`src/rtl/pipe_ctrl_pkg.sv`:
```
`default_nettype none
// ============================================================================
//  Module      : pipe_ctrl_pkg
//  Description : Shared definitions for the pipeline run controller: FSM
//                state encoding and the default widths / reset-hold length
//                used by pipeline_run_ctrl and imem_loader.
//  Revision    : 1.0 - initial release
// ============================================================================
package pipe_ctrl_pkg;

    localparam int IMEM_AW_DEFAULT  = 9;
    localparam int RST_HOLD_DEFAULT = 2;
    localparam int CYC_W_DEFAULT    = 16;

    localparam int STATE_W = 3;

    typedef enum logic [STATE_W-1:0] {
        ST_IDLE = 3'd0,
        ST_LOAD = 3'd1,
        ST_PRST = 3'd2,
        ST_RUN  = 3'd3,
        ST_DONE = 3'd4
    } ctrl_state_t;

endpackage
`default_nettype wire

```
`src/rtl/imem_loader.sv`:
```
`default_nettype none
// ============================================================================
//  Module      : imem_loader
//  Description : Host-to-I-mem load path. Captures the load window, accepts
//                host words on wr_valid && wr_ready and turns each accepted
//                word into a registered single-cycle I-mem write at
//                load_base + index (address wraps at 2^IMEM_AW).
//  Ports       : clk, rst         - clock, async active-high reset
//                start            - capture load_base / load_count, index=0
//                load_base/count  - load window
//                wr_ready         - controller is in LOAD (from the FSM)
//                wr_valid/wr_data - host word
//                abort            - blocks acceptance this cycle
//                last_accept      - the final word of the window is accepted
//                Instr_IN, Instr_W_en, I_W_Addr - registered I-mem write port
//  Revision    : 1.0 - initial release
// ============================================================================
module imem_loader
    import pipe_ctrl_pkg::*;
#(
    parameter int IMEM_AW = IMEM_AW_DEFAULT
) (
    input  logic               clk,
    input  logic               rst,
    input  logic               start,
    input  logic [IMEM_AW-1:0] load_base,
    input  logic [IMEM_AW:0]   load_count,
    input  logic               wr_ready,
    input  logic               wr_valid,
    input  logic [31:0]        wr_data,
    input  logic               abort,
    output logic               last_accept,
    output logic [31:0]        Instr_IN,
    output logic               Instr_W_en,
    output logic [IMEM_AW-1:0] I_W_Addr
);

    logic [IMEM_AW-1:0] r_base;
    logic [IMEM_AW:0]   r_count;
    logic [IMEM_AW:0]   r_idx;
    logic               w_accept;

    // An abort in the same cycle wins over the handshake so no write escapes.
    assign w_accept    = wr_valid && wr_ready && !abort;
    assign last_accept = w_accept && (r_idx == (r_count - (IMEM_AW+1)'(1)));

    always_ff @(posedge clk or posedge rst) begin
        if (rst) begin
            r_base     <= '0;
            r_count    <= '0;
            r_idx      <= '0;
            Instr_IN   <= '0;
            Instr_W_en <= 1'b0;
            I_W_Addr   <= '0;
        end else begin
            // Write enable is a pure one-cycle echo of acceptance.
            Instr_W_en <= w_accept;
            if (start) begin
                r_base  <= load_base;
                r_count <= load_count;
                r_idx   <= '0;
            end else if (w_accept) begin
                Instr_IN <= wr_data;
                // Truncating sum gives the modulo-2^IMEM_AW wrap.
                I_W_Addr <= r_base + r_idx[IMEM_AW-1:0];
                r_idx    <= r_idx + (IMEM_AW+1)'(1);
            end
        end
    end

endmodule
`default_nettype wire

```
`src/rtl/pipeline_run_ctrl.sv`:
```
`default_nettype none
// ============================================================================
//  Module      : pipeline_run_ctrl
//  Description : Controller that loads a program into the pipeline's I-mem
//                from a host stream and then runs the pipeline for a fixed
//                number of clocks, holding pipe_rst outside the run window.
//  Ports       : clk, rst            - clock, async active-high reset
//                cmd_load, load_base, load_count - start an I-mem load
//                cmd_run, run_cycles - start a run of run_cycles clocks
//                cmd_abort           - return to IDLE from any state
//                wr_valid/wr_data/wr_ready - host instruction stream
//                Instr_IN, Instr_W_en, I_W_Addr - I-mem write port
//                pipe_rst            - pipeline reset (low only in RUN)
//                busy, done          - status, done is a one-cycle pulse
//                cyc_count           - clocks elapsed in current/last run
//  Revision    : 1.0 - initial release
// ============================================================================
module pipeline_run_ctrl
    import pipe_ctrl_pkg::*;
#(
    parameter int IMEM_AW  = IMEM_AW_DEFAULT,
    parameter int RST_HOLD = RST_HOLD_DEFAULT,   // must be >= 1
    parameter int CYC_W    = CYC_W_DEFAULT
) (
    input  logic               clk,
    input  logic               rst,
    input  logic               cmd_load,
    input  logic [IMEM_AW-1:0] load_base,
    input  logic [IMEM_AW:0]   load_count,
    input  logic               cmd_run,
    input  logic [CYC_W-1:0]   run_cycles,
    input  logic               cmd_abort,
    input  logic               wr_valid,
    input  logic [31:0]        wr_data,
    output logic               wr_ready,
    output logic [31:0]        Instr_IN,
    output logic               Instr_W_en,
    output logic [IMEM_AW-1:0] I_W_Addr,
    output logic               pipe_rst,
    output logic               busy,
    output logic               done,
    output logic [CYC_W-1:0]   cyc_count
);

    localparam int                HOLD_W      = (RST_HOLD > 1) ? $clog2(RST_HOLD) : 1;
    localparam logic [HOLD_W-1:0] c_HOLD_LAST = HOLD_W'(RST_HOLD - 1);

    ctrl_state_t        r_state;
    logic [CYC_W-1:0]   r_run_cycles;
    logic [HOLD_W-1:0]  r_hold;
    logic               w_load_start;
    logic               w_last_accept;

    // Loader captures its window on every accepted cmd_load, including the
    // zero-length case (harmless: no word can be accepted outside LOAD).
    assign w_load_start = (r_state == ST_IDLE) && cmd_load && !cmd_abort;

    imem_loader #(
        .IMEM_AW (IMEM_AW)
    ) u_loader (
        .clk         (clk),
        .rst         (rst),
        .start       (w_load_start),
        .load_base   (load_base),
        .load_count  (load_count),
        .wr_ready    (wr_ready),
        .wr_valid    (wr_valid),
        .wr_data     (wr_data),
        .abort       (cmd_abort),
        .last_accept (w_last_accept),
        .Instr_IN    (Instr_IN),
        .Instr_W_en  (Instr_W_en),
        .I_W_Addr    (I_W_Addr)
    );

    // All status outputs are registered and updated together with the state,
    // so each output always reflects the state it belongs to.
    always_ff @(posedge clk or posedge rst) begin
        if (rst) begin
            r_state      <= ST_IDLE;
            r_run_cycles <= '0;
            r_hold       <= '0;
            pipe_rst     <= 1'b1;
            wr_ready     <= 1'b0;
            busy         <= 1'b0;
            done         <= 1'b0;
            cyc_count    <= '0;
        end else if (cmd_abort) begin
            // cyc_count is left alone so the aborted run length stays visible.
            r_state  <= ST_IDLE;
            pipe_rst <= 1'b1;
            wr_ready <= 1'b0;
            busy     <= 1'b0;
            done     <= 1'b0;
        end else begin
            case (r_state)
                ST_IDLE: begin
                    if (cmd_load) begin
                        busy <= 1'b1;
                        if (load_count == '0) begin
                            r_state <= ST_DONE;
                            done    <= 1'b1;
                        end else begin
                            r_state  <= ST_LOAD;
                            wr_ready <= 1'b1;
                        end
                    end else if (cmd_run) begin
                        r_state      <= ST_PRST;
                        busy         <= 1'b1;
                        r_run_cycles <= run_cycles;
                        r_hold       <= '0;
                        cyc_count    <= '0;
                    end
                end

                ST_LOAD: begin
                    if (w_last_accept) begin
                        r_state  <= ST_DONE;
                        wr_ready <= 1'b0;
                        done     <= 1'b1;
                    end
                end

                ST_PRST: begin
                    // The reset hold is always served in full; a zero-length
                    // run then completes without ever releasing pipe_rst.
                    if (r_hold == c_HOLD_LAST) begin
                        if (r_run_cycles == '0) begin
                            r_state <= ST_DONE;
                            done    <= 1'b1;
                        end else begin
                            r_state  <= ST_RUN;
                            pipe_rst <= 1'b0;
                        end
                    end else begin
                        r_hold <= r_hold + HOLD_W'(1);
                    end
                end

                ST_RUN: begin
                    // cyc_count shows 0..run_cycles-1 across the RUN cycles
                    // and freezes on the last one.
                    if (cyc_count == (r_run_cycles - CYC_W'(1))) begin
                        r_state  <= ST_DONE;
                        pipe_rst <= 1'b1;
                        done     <= 1'b1;
                    end else begin
                        cyc_count <= cyc_count + CYC_W'(1);
                    end
                end

                ST_DONE: begin
                    r_state <= ST_IDLE;
                    done    <= 1'b0;
                    busy    <= 1'b0;
                end

                default: begin
                    r_state  <= ST_IDLE;
                    pipe_rst <= 1'b1;
                    wr_ready <= 1'b0;
                    busy     <= 1'b0;
                    done     <= 1'b0;
                end
            endcase
        end
    end

endmodule
`default_nettype wire
```
`config.mk`:
```
export PLATFORM = sky130hd
export DESIGN_NAME = pipeline_run_ctrl
export DESIGN_NICKNAME = d
export VERILOG_FILES = /design/src/rtl/pipe_ctrl_pkg.sv /design/src/rtl/imem_loader.sv /design/src/rtl/pipeline_run_ctrl.sv
export SDC_FILE = /design/constraint.sdc
export NUM_CORES = 1
export LEC_CHECK = 0
export ABC_AREA = 1
export BUFFER_PORTS_ARGS = -buffer_cell sky130_fd_sc_hd__buf_2
export CELL_PAD_IN_SITES_DETAIL_PLACEMENT = 0
export CELL_PAD_IN_SITES_GLOBAL_PLACEMENT = 2
export CORE_MARGIN = 3
export CORE_UTILIZATION = 34
export CTS_CLUSTER_SIZE = 40
export DETAILED_ROUTE_END_ITERATION = 16
export PLACE_DENSITY = 0.92
export SYNTH_ARGS = -nofsm -noshare
export SYNTH_HDL_FRONTEND = slang
export SYNTH_HIERARCHICAL = 1
export SYNTH_SLANG_ARGS = --single-unit
export TNS_END_PERCENT = 50
```
`constraint.sdc`:
```
create_clock -name clk -period 6.1 [get_ports clk]
set_input_delay 0.305 -clock clk [delete_from_list [all_inputs] [get_ports clk]]
set_output_delay 0.305 -clock clk [all_outputs]
set_load 0.02 [all_outputs]
```
== Word-level counts from Yosys, hierarchy flattened ==
Index checks and enable logic that the tools add are counted.
Storage, ports and cells
  register bits: 111
  latch bits: 0
  RAM bits: 0
  bits in read-only memories: 0
  input bits: 73
  output and inout bits: 62
  word-level logic and storage cells: 108
  memories kept: 0
Cells by class
  $add $sub $neg: 6
  $mul: 0
  div/mod/pow operators: 0
  order comparisons: 0
  eq/ne operators: 21
  shift operators: 0
  mux-type cells: 40
  bitwise operators: 3
  reductions and logical operators: 24
Operators with widths (count)
  $mux 16: 3
  $pmux 16 s2: 1
  $mux 3: 8
  $mux 1: 20
  $mux 10: 2
  $reduce_and 4->1: 5
  $ne 3x3->1 const B: 6
  $add 16x1->16 const B: 1
  $eq 16x16->1: 1
  $logic_not 16->1: 1
  $sub 16x1->16 const B: 1
  $pmux 3 s4: 1
  $add 10x1->10 const B: 1
  $eq 10x10->1: 1
  $logic_not 10->1: 1
  $sub 10x1->10 const B: 1
  $add 9x9->9: 1
  $reduce_or 3->1: 3
  $eq 3x2->1 const B: 2
  $ne 2x1->1 const B: 3
  $ne 2x2->1 const B: 3
  $ne 3x2->1 const B: 2
  $pmux 1 s3: 2
  $reduce_and 6->1: 1
  other kinds (13): 23

== Depth between registers and ports, before layout ==
Gate-level depths: netlist of run 1.
  word-level depth: 6
  gate-level depth with buffers: 18
  mapped depth without buffers: 18

== Cells and area by module ==
Netlist of run 1, hierarchy kept.
Modules (own cells, without submodules)
  imem_loader: instances 1, cells each 415, area an instance 3539.6 µm², seq. area each 1776.7 µm²
  pipeline_run_ctrl: instances 1, cells each 432, area an instance 2919.0 µm², seq. area each 1002.2 µm²

== Worst setup path after synthesis of run 1 ==
OpenSTA, ideal clock, no wires.
  path type: register to register
  from: register u_loader.r_count[0]
  to: register done
  setup time: 0.118 ns
  arrival: 1.980 ns
  required time: 5.982 ns
  setup slack: 4.002 ns
  stages on the path, launching flop included: 18
  buffers on the path: 0
  period minus slack after synthesis: 2.098 ns
  cells stage by stage: dfrtp_1 -> inv_1 -> ha_1 -> nand2_1 -> nor2_2 -> nand2_1 -> nand2_1 -> nand2_1 -> nor2_1 -> nand4_1 -> nor2_1 -> nor2_1 -> nand2_1 -> nand2_1 -> a211oi_1 -> nand3_1 -> nand2_1 -> nand2_1
On the way
  longest elaborated chain between the ends: 5
RTL lines
  start, declared: line imem_loader.sv:39  | logic [IMEM_AW:0] r_count;
  start signal, assigned: line imem_loader.sv:60  | r_count <= load_count;
  $sub 10x1->10: line imem_loader.sv:45  | assign last_accept = w_accept && (r_idx == (r_count - (IMEM_AW+1)'(1)));
  $eq 10x10->1: line imem_loader.sv:45
  $logic_and 1x1->1: line imem_loader.sv:45
  via w_last_accept: line pipeline_run_ctrl.sv:52  | logic w_last_accept;
  $ne 3x2->1 (no source line)
  $reduce_and 6->1 (no source line)
  end signal, assigned: line pipeline_run_ctrl.sv:86  | done <= 1'b0;
  end signal, assigned: line pipeline_run_ctrl.sv:94  | done <= 1'b0;
  end signal, assigned: line pipeline_run_ctrl.sv:102  | done <= 1'b1;
  end, declared: line pipeline_run_ctrl.sv:41  | output logic done,
The timed path passes the listed nets, and every way through them passes these cells.
A chain may end at the register's enable or synchronous reset.

== Worst setup path in the final report of run 1 ==
  from: register r_state[2]
  to: register u_loader.I_W_Addr[4]
On the way
  longest elaborated chain between the ends: 5
RTL lines
  start, declared: line pipeline_run_ctrl.sv:48  | ctrl_state_t r_state;
  start signal, assigned: line pipeline_run_ctrl.sv:80  | r_state <= ST_IDLE;
  start signal, assigned: line pipeline_run_ctrl.sv:90  | r_state <= ST_IDLE;
  start signal, assigned: line pipeline_run_ctrl.sv:101  | r_state <= ST_DONE;
  $logic_not 3->1: line pipeline_run_ctrl.sv:56  | assign w_load_start = (r_state == ST_IDLE) && cmd_load && !cmd_abort;
  $logic_and 1x1->1 (2 in a row): line pipeline_run_ctrl.sv:56
  via w_load_start: line pipeline_run_ctrl.sv:51  | logic w_load_start;
  $not 1->1 (no source line)
  $reduce_and 2->1 (no source line)
  end signal, assigned: line imem_loader.sv:65  | I_W_Addr <= r_base + r_idx[IMEM_AW-1:0];
  end, declared: line imem_loader.sv:35  | output logic [IMEM_AW-1:0] I_W_Addr
The timed path passes the listed nets, and every way through them passes these cells.

==> summary.md, run 1 <==
| Metric | Value |
|---|---|
| First-pass GRT wire length | 27.6 mm |
| Mapped Area | 6460 um^2 |
| Cts bufs inserted | 9 |
| Non-Filler Instances | approximately 1.2k |
| Routed WL | 16.8 mm |
| Worst path cell trace | nor2_2 -> inv_1 -> nor2_1 -> inv_1 -> nor2_2 -> buf_4 -> nor2_4 -> inv_2 -> nand2_1 -> o21ai_1 |
| Max Clock Freq | 350 MHz |
| Rel. slew slack | 37.0% |
| Max Clock Skew | 0.00759 ns |
| Final setup violation count | 0 |
| Setup TNS | 0 ns |
| WL met1 | 8.43 mm |
| WL met2 | 7.35 mm |
| IO Pins | between 100 and 150 |
| Die area | between 20000 and 25000 um^2 |
| Critical Path Source | r_state[2]$_DFFE_PP0P_ |
| CP peak stage delay | ~0.77 ns |
| R2R depth | 10 |
| Hold Slack | between 0.07 and 0.08 ns |
| Hold WC Path Type | primary input to asynchronous set/reset pin |
| Clock transition at path regs | 0.08 ns |
| Area growth syn-to-layout | 17.8% |
| Avg Vias per Cell | ~4.7 |
| Core area | between 15000 and 20000 um^2 |
| Crit-path max FO | 47 |
| Status | finished clean |
| Largest net degree at the start of global routing | between 70 and 80 |
| Setup crit start kind | flip-flop |
| CTS sink count | about 110 |
| Max-cap violations | 0 |
| RSZ-0062 raised after global routing | no |
| Asr flop ratio synth | 100% |
| Pwr per Cell Area | between 400 and 500 nW/um^2 |
| Ant diodes | 0 |
| Reg2reg setup slack | about 3.2 ns |
| Worst r2r dst | u_loader/I_W_Addr[4]$_DFFE_PP0P_ |
| Uppermost layer routed | met4 |
| Register area share after synthesis | 43.0% |
| Yosys Warn Count | 6 |
| Syn avg cell area | between 7 and 8 um^2 |
| Reg area | roughly 2800 um^2 |
| Ys flop type | dfrtp_1 |
| Initial antenna violation count | 0 |
| CTS tree | yes |
| Antenna Nets Post-Route | 0 |
| Row count | 49 |
| Final-stage net count | between 1k and 1.5k |
| DRC Markers | 0 |
| Critical path required time | about 6.3 ns |
| Horiz. Die Dim | roughly 140 um |
| P_leak | roughly 4.0 nW |
| Crit path time final | ~2.9 ns |
| Synth Net Count | a little over 900 |
| CTS H-Tree Depth | 3 |
| Post-CTS Setup Inserts | 0 |
| Post-synth cell types | roughly 40 |
| Drt first-iter violations | 273 |
| Share of cells above drive strength 1 | about a fifth |
| Worst VDD drop | about 0.17 mV |
| CTS root buffer | clkbuf_16 |
| Multi-input gate area | 3200 um^2 |
| Buffers on Ports | between 100 and 150 |
| Fillers | approximately 1.9k |
| Bufs on Longest Clock Path | 2 |
| Critical path arrival | 3.08 ns |
| Final period util | a little under half |
| Vias | between 5k and 6k |
| Initial Util | a little over a third |
| WL met3 | approximately 700 um |
| Syn Inst Count | roughly 850 |
| Via count of the first global-routing pass | 5431 |
| Slowest-stage cell, CP | nor2_4 |
| Chip height | ~140 um |
| Cells after DPL | between 1k and 1.5k |
| Critical Path Sink Type | flip-flop |
| Total GRT Usage | between 15 and 20% |
| Hold Violations, Final | 0 |
| Final Slew Violations | 0 |
| Routed len/inst | between 10 and 15 um |
| CTS Hold Bufs | 0 |
| Post-synthesis sequential element count | 111 |
| Worst-Skew Late Latency | approximately 0.36 ns |
| Cts repair resizes | 0 |
| Worst-margin pin slew | between 0.9 and 1 ns |
| EDFF count, synth | 0 |
| Grt ovf | 0 |
| Detailed Place HPWL | about 12 mm |
| WS Path Type | flip-flop to flip-flop |
| R2r startpoint | r_state[2]$_DFFE_PP0P_ |
| Routability congestion estimate | 0.827 |
| Drt pass-1 iters | 5 |
| Final Power | between 3 and 4 mW |
worst max path at each step:
stage,end,slack [ns],depth (start not counted)
2_1_floorplan,u_loader/I_W_Addr[0]$_DFFE_PP0P_,4.00,1
3_3_place_gp,u_loader/I_W_Addr[4]$_DFFE_PP0P_,3.12,11
3_5_place_dp,u_loader/I_W_Addr[4]$_DFFE_PP0P_,3.05,11
4_1_cts,u_loader/I_W_Addr[4]$_DFFE_PP0P_,3.22,10
5_1_grt,u_loader/I_W_Addr[1]$_DFFE_PP0P_,2.95,10
6_report,u_loader/I_W_Addr[4]$_DFFE_PP0P_,3.25,10
per-layer routing:
metal / up-vias / track usage [%]
met2: 110 / 26.0
li1: 2944 / -
met4: 0 / 4.71
met1: 2557 / 23.5
met3: 21 / 3.59
met5: - / 0
cell families after synthesis:
kind of cell               after synthesis  synth area share [%]
buffers and inverters                  113                  7.52
DFF                                    111                  43.0
xor gates and xnor gates                35                  4.96
adders and majority gates               14                  2.83
AOI/OAI and AO/OA                       56                  4.92
and+or+nand+nor                        501                  33.8
muxes                                   17                  2.96
placed cells by master (no fill, tap or decap), types with 2 or more instances in the layout:
cell       netlist  layout
xor2_1          22      22
nor4_1           6       6
nor2_4           5       5
buf_4            6       4
inv_1           84      83
o21bai_1         3       3
ha_1            13      13
clkbuf_16        0       9
buf_2            7     134
nor3b_1          4       4
nand2_1        294     294
o21ai_0         26      26
nor3_1           6       6
a31oi_1          2       2
mux2_2          17      17
nand3_1         50      50
o21ai_1         10      10
dfrtp_1        110     110
nor2_2           9      11
inv_8            0       3
nand2_2          3       3
xnor2_1         12      12
nor3_2           2       2
inv_2            7       8
nand4_1         25      25
nand3b_1         3       3
a21oi_1          9       9
nor2_1          91      89
power by group:
| group | internal, mW | switching, mW | leakage, nW |
|---|---|---|---|
| logic | 0.523 | 0.912 | 2.40 |
| registers | 1.02 | 0.218 | 1.41 |
| clock network | 0.292 | 0.310 | 0.145 |
| total | 1.83 | 1.44 | 3.96 |
cell type report:
cell class              count  share of cell area [%]
clock buffers               9                    2.96
clock inverters             7                   0.987
inverters                  91                    4.49
multi-input cells         623                    42.1
flip-flops and latches    111                    36.5
well taps                 229                    3.77
repair buffers            138                    9.21
per-stage QoR:
step	utilization [%]	area [um^2]	worst slack [ns]
global placement	39.9	7310	3.12
detailed placement	39.9	7310	3.05
global route	41.5	7610	2.95
finish	41.5	7610	3.25
CTS	41.5	7610	3.22
floorplan	-	6460	4.00
sequential cells by signal, indices dropped and copies added, names as in the netlist, 3 cells and up:
| name | count |
|---|---|
| cyc_count | 16 |
| u_loader/r_idx | 10 |
| u_loader/r_count | 10 |
| r_state | 3 |
| u_loader/r_base | 9 |
| u_loader/I_W_Addr | 9 |
| u_loader/Instr_IN | 32 |
| r_run_cycles | 16 |
synth_stat cells (2+ instances only):
cell / number / area [um^2]
nand2_1: 294 / 1100
dfrtp_1: 110 / 2750
nor2_1: 91 / 342
inv_1: 84 / 315
nand3_1: 50 / 250
o21ai_0: 26 / 130
nand4_1: 25 / 156
xor2_1: 22 / 193
mux2_2: 17 / 191
ha_1: 13 / 163
xnor2_1: 12 / 105
o21ai_1: 10 / 50.1
a21oi_1: 9 / 45.0
nor2_2: 9 / 56.3
buf_2: 7 / 35.0
inv_2: 7 / 26.3
buf_4: 6 / 45.0
nor3_1: 6 / 30.0
nor4_1: 6 / 37.5
nor2_4: 5 / 56.3
buf_6: 4 / 45.0
clkbuf_1: 4 / 15.0
nor3b_1: 4 / 30.0
nand2_2: 3 / 18.8
nand3b_1: 3 / 22.5
o21bai_1: 3 / 22.5
a31oi_1: 2 / 12.5
nor3_2: 2 / 20.0
critical path, delay by kind of cell, from the launching register on:
| kind | cells | cell delay, ns |
|---|---|---|
| buffers and inverters | 4 | 0.99 |
| AND/OR/NAND/NOR | 5 | 1.15 |
| flip-flops | 1 | 0.43 |
| AO/OA/AOI/OAI | 1 | 0.08 |
No activity file was read; power rests on OpenSTA's default activity.
==> inputs of run 2 (changes only) <==
CORE_UTILIZATION = 28   (was 34)
PLACE_DENSITY = 0.82   (was 0.92)
clock period = 2.4 ns   (was 6.1 ns; I/O delays follow)
==> summary.md, run 2 (synthesis gave the netlist of run 1 again) <==
| Metric | Value |
|---|---|
| Worst VDD drop | roughly 0.37 mV |
| Max Clock Skew | about 0.010 ns |
| Setup crit start kind | flip-flop |
| Slowest-stage cell, CP | nor2_4 |
| Worst-Skew Late Latency | between 0.3 and 0.4 ns |
| PnR worst setup slack | around 0.22 ns |
| Crit path max-delay family | simple AND/OR/NAND/NOR gates |
| Design area | roughly 8500 um^2 |
| Critical path required time | 2.65 ns |
| Hold Violations, Final | 0 |
| Hold Slack | approximately 0.0085 ns |
| Avg Vias per Cell | ~4.5 |
| Hold WC Path Type | primary input to flip-flop |
| R2r startpoint | r_state[2]$_DFFE_PP0P_ |
| Crit-path max FO | 39 |
| Routability congestion estimate | 0.806 |
| Met3 Usage GRT | under 10% |
| Status | finished clean |
| IO Pins | roughly 140 |
| Worst-margin pin slew | 0.954 ns |
| Met1 Use GR | 21.0% |
| Via count of the first global-routing pass | 5835 |
| Drt pass-1 iters | 6 |
| Final-stage net count | 1141 |
| Chip height | 158 um |
| M2 GR Usage | 23.9% |
| Critical Path Source | r_state[2]$_DFFE_PP0P_ |
| Largest net degree at the start of global routing | 47 |
| Max Clock Freq | 459 MHz |
| Total GRT Usage | between 10% and 20% |
| Horiz. Die Dim | 158 um |
| Min-Delay Endpoint | r_run_cycles[0]$_DFFE_PP0P_ |
| Origin of the worst min-delay path | run_cycles[0] |
| Ant diodes | 0 |
| Max-cap violations | 0 |
| Clock transition at path regs | about 0.090 ns |
| R2R depth | 10 |
| GR peak layer | met2 |
| Pwr per Cell Area | between 1000 and 1500 nW/um^2 |
| CTS root buffer | clkbuf_16 |
| CTS tree | yes |
| Initial antenna violation count | 0 |
| Detailed Place HPWL | 13.5 mm |
| Grt ovf | 0 |
| Critical path arrival | ~2.4 ns |
| Largest registers in the final layout | u_loader/Instr_IN (32), cyc_count (16), r_run_cycles (16) |
| Critical Path Stages | 10 |
| Worst path cell trace | nor2_2 -> inv_1 -> nor2_1 -> inv_1 -> nor2_2 -> nor2_4 -> inv_2 -> buf_12 -> nand2_1 -> nand2_1 |
| Share of cells above drive strength 1 | between 20% and 30% |
| Antenna Nets Post-Route | 0 |
| Largest register FFs | 32 |
| Final Power | around 9 mW |
| Row count | between 50 and 60 |
| Largest Register | u_loader/Instr_IN |
| Final Slew Violations | 0 |
| Die area | about 25000 um^2 |
| Buffers on Ports | around 130 |
| CTS H-Tree Depth | 3 |
| Placed Instance Area | roughly 7500 um^2 |
| Commonest non-fill, non-tap cells in the layout | 293 x nand2_1, 134 x buf_2, 110 x dfrtp_1, 87 x nor2_1, 81 x inv_1 |
| Vias | 6032 |
| Critical Path Sink Type | flip-flop |
| Worst r2r dst | u_loader/Instr_IN[18]$_DFFE_PP0P_ |
| WS Path Type | flip-flop to flip-flop |
| Core area | between 20000 and 25000 um^2 |
| Reg2reg setup slack | 0.22 ns |
| CP peak stage delay | 0.71 ns |
| Routed WL | between 15 and 20 mm |
| Bufs on Longest Clock Path | 2 |
| Cts bufs inserted | 9 |
| Final setup violation count | 0 |
| Drt first-iter violations | 350 |
| Initial Util | just under 30% |
| Final period util | 90.7% |
| Worst path buffer plus inverter count | 4 |
| Area growth syn-to-layout | 32.2% |
| WHS Path Cells | 3 |
| Dpl ws | about 0.075 ns |
| RSZ-0062 raised after global routing | yes |
| Commonest non-fill, non-tap cell in the layout | nand2_1 |
| Routed len/inst | 13.7 um |
| Crit path time final | 2.18 ns |
| First-pass GRT wire length | 30.0 mm |
| DRC Markers | 0 |
| Rel. slew slack | between 30 and 40% |
| P_leak | 4.33 nW |
| CTS sink count | between 100 and 150 |
[run 2: where the power goes]
| part | total, mW | internal, mW | switching (mW) |
|---|---|---|---|
| Sequential | 3.13 | 2.59 | 0.547 |
| Clock | 1.62 | 0.772 | 0.853 |
| Combinational | 3.99 | 1.55 | 2.44 |
[run 2: worst max-delay path by stage]
stage | end
after global placement | r_state[1]$_DFFE_PP0P_
after global routing | done$_DFFE_PP0P_
after detailed placement | r_state[1]$_DFFE_PP0P_
after floorplan | done$_DFFE_PP0P_
final | u_loader/Instr_IN[18]$_DFFE_PP0P_
after CTS | r_state[1]$_DFFE_PP0P_
[run 2: what timing repair did]
| item | CTS | global route |
|---|---|---|
| buffers inserted | 0 | 1 |
| resized for setup | 0 | 10 |
| hold buffers | 62 | 0 |
| hold endpoints to repair | 125 | 0 |
| endpoints found under the setup margin | 0 | 27 |
[run 2: metal layers]
| metal | wire, um | up-vias |
|---|---|---|
| met1 | 9170 | 2806 |
| met5 | 0 | - |
| li1 | - | 3106 |
| met3 | 644 | 15 |
| met2 | 8170 | 105 |
| met4 | 296 | 0 |
[run 2: worst min-delay path, delay by kind of cell]
family	cells	cell delay (ns)
compound gates	1	0.06
buf+inv	1	0.09
simple gates	1	0.05
[run 2: final cells by class]
| type | count | area (um^2) |
|---|---|---|
| Clock inverter | 7 | 96.3 |
| Multi-Input combinational cell | 624 | 3250 |
| Clock buffer | 9 | 225 |
| Inverter | 91 | 342 |
| Fill cell | 2356 | 13700 |
| Sequential cell | 111 | 2780 |
| Tap cell | 280 | 350 |
| Timing Repair Buffer | 217 | 1500 |
[run 2: metrics by stage]
step                std cells  setup TNS, ns  util [%]
finish                   1339              0      38.4
global route             1339        -0.0117      38.4
CTS                      1337              0      38.2
detailed placement       1259              0      33.9
global placement         1259              0      33.9
floorplan                 847              0         -
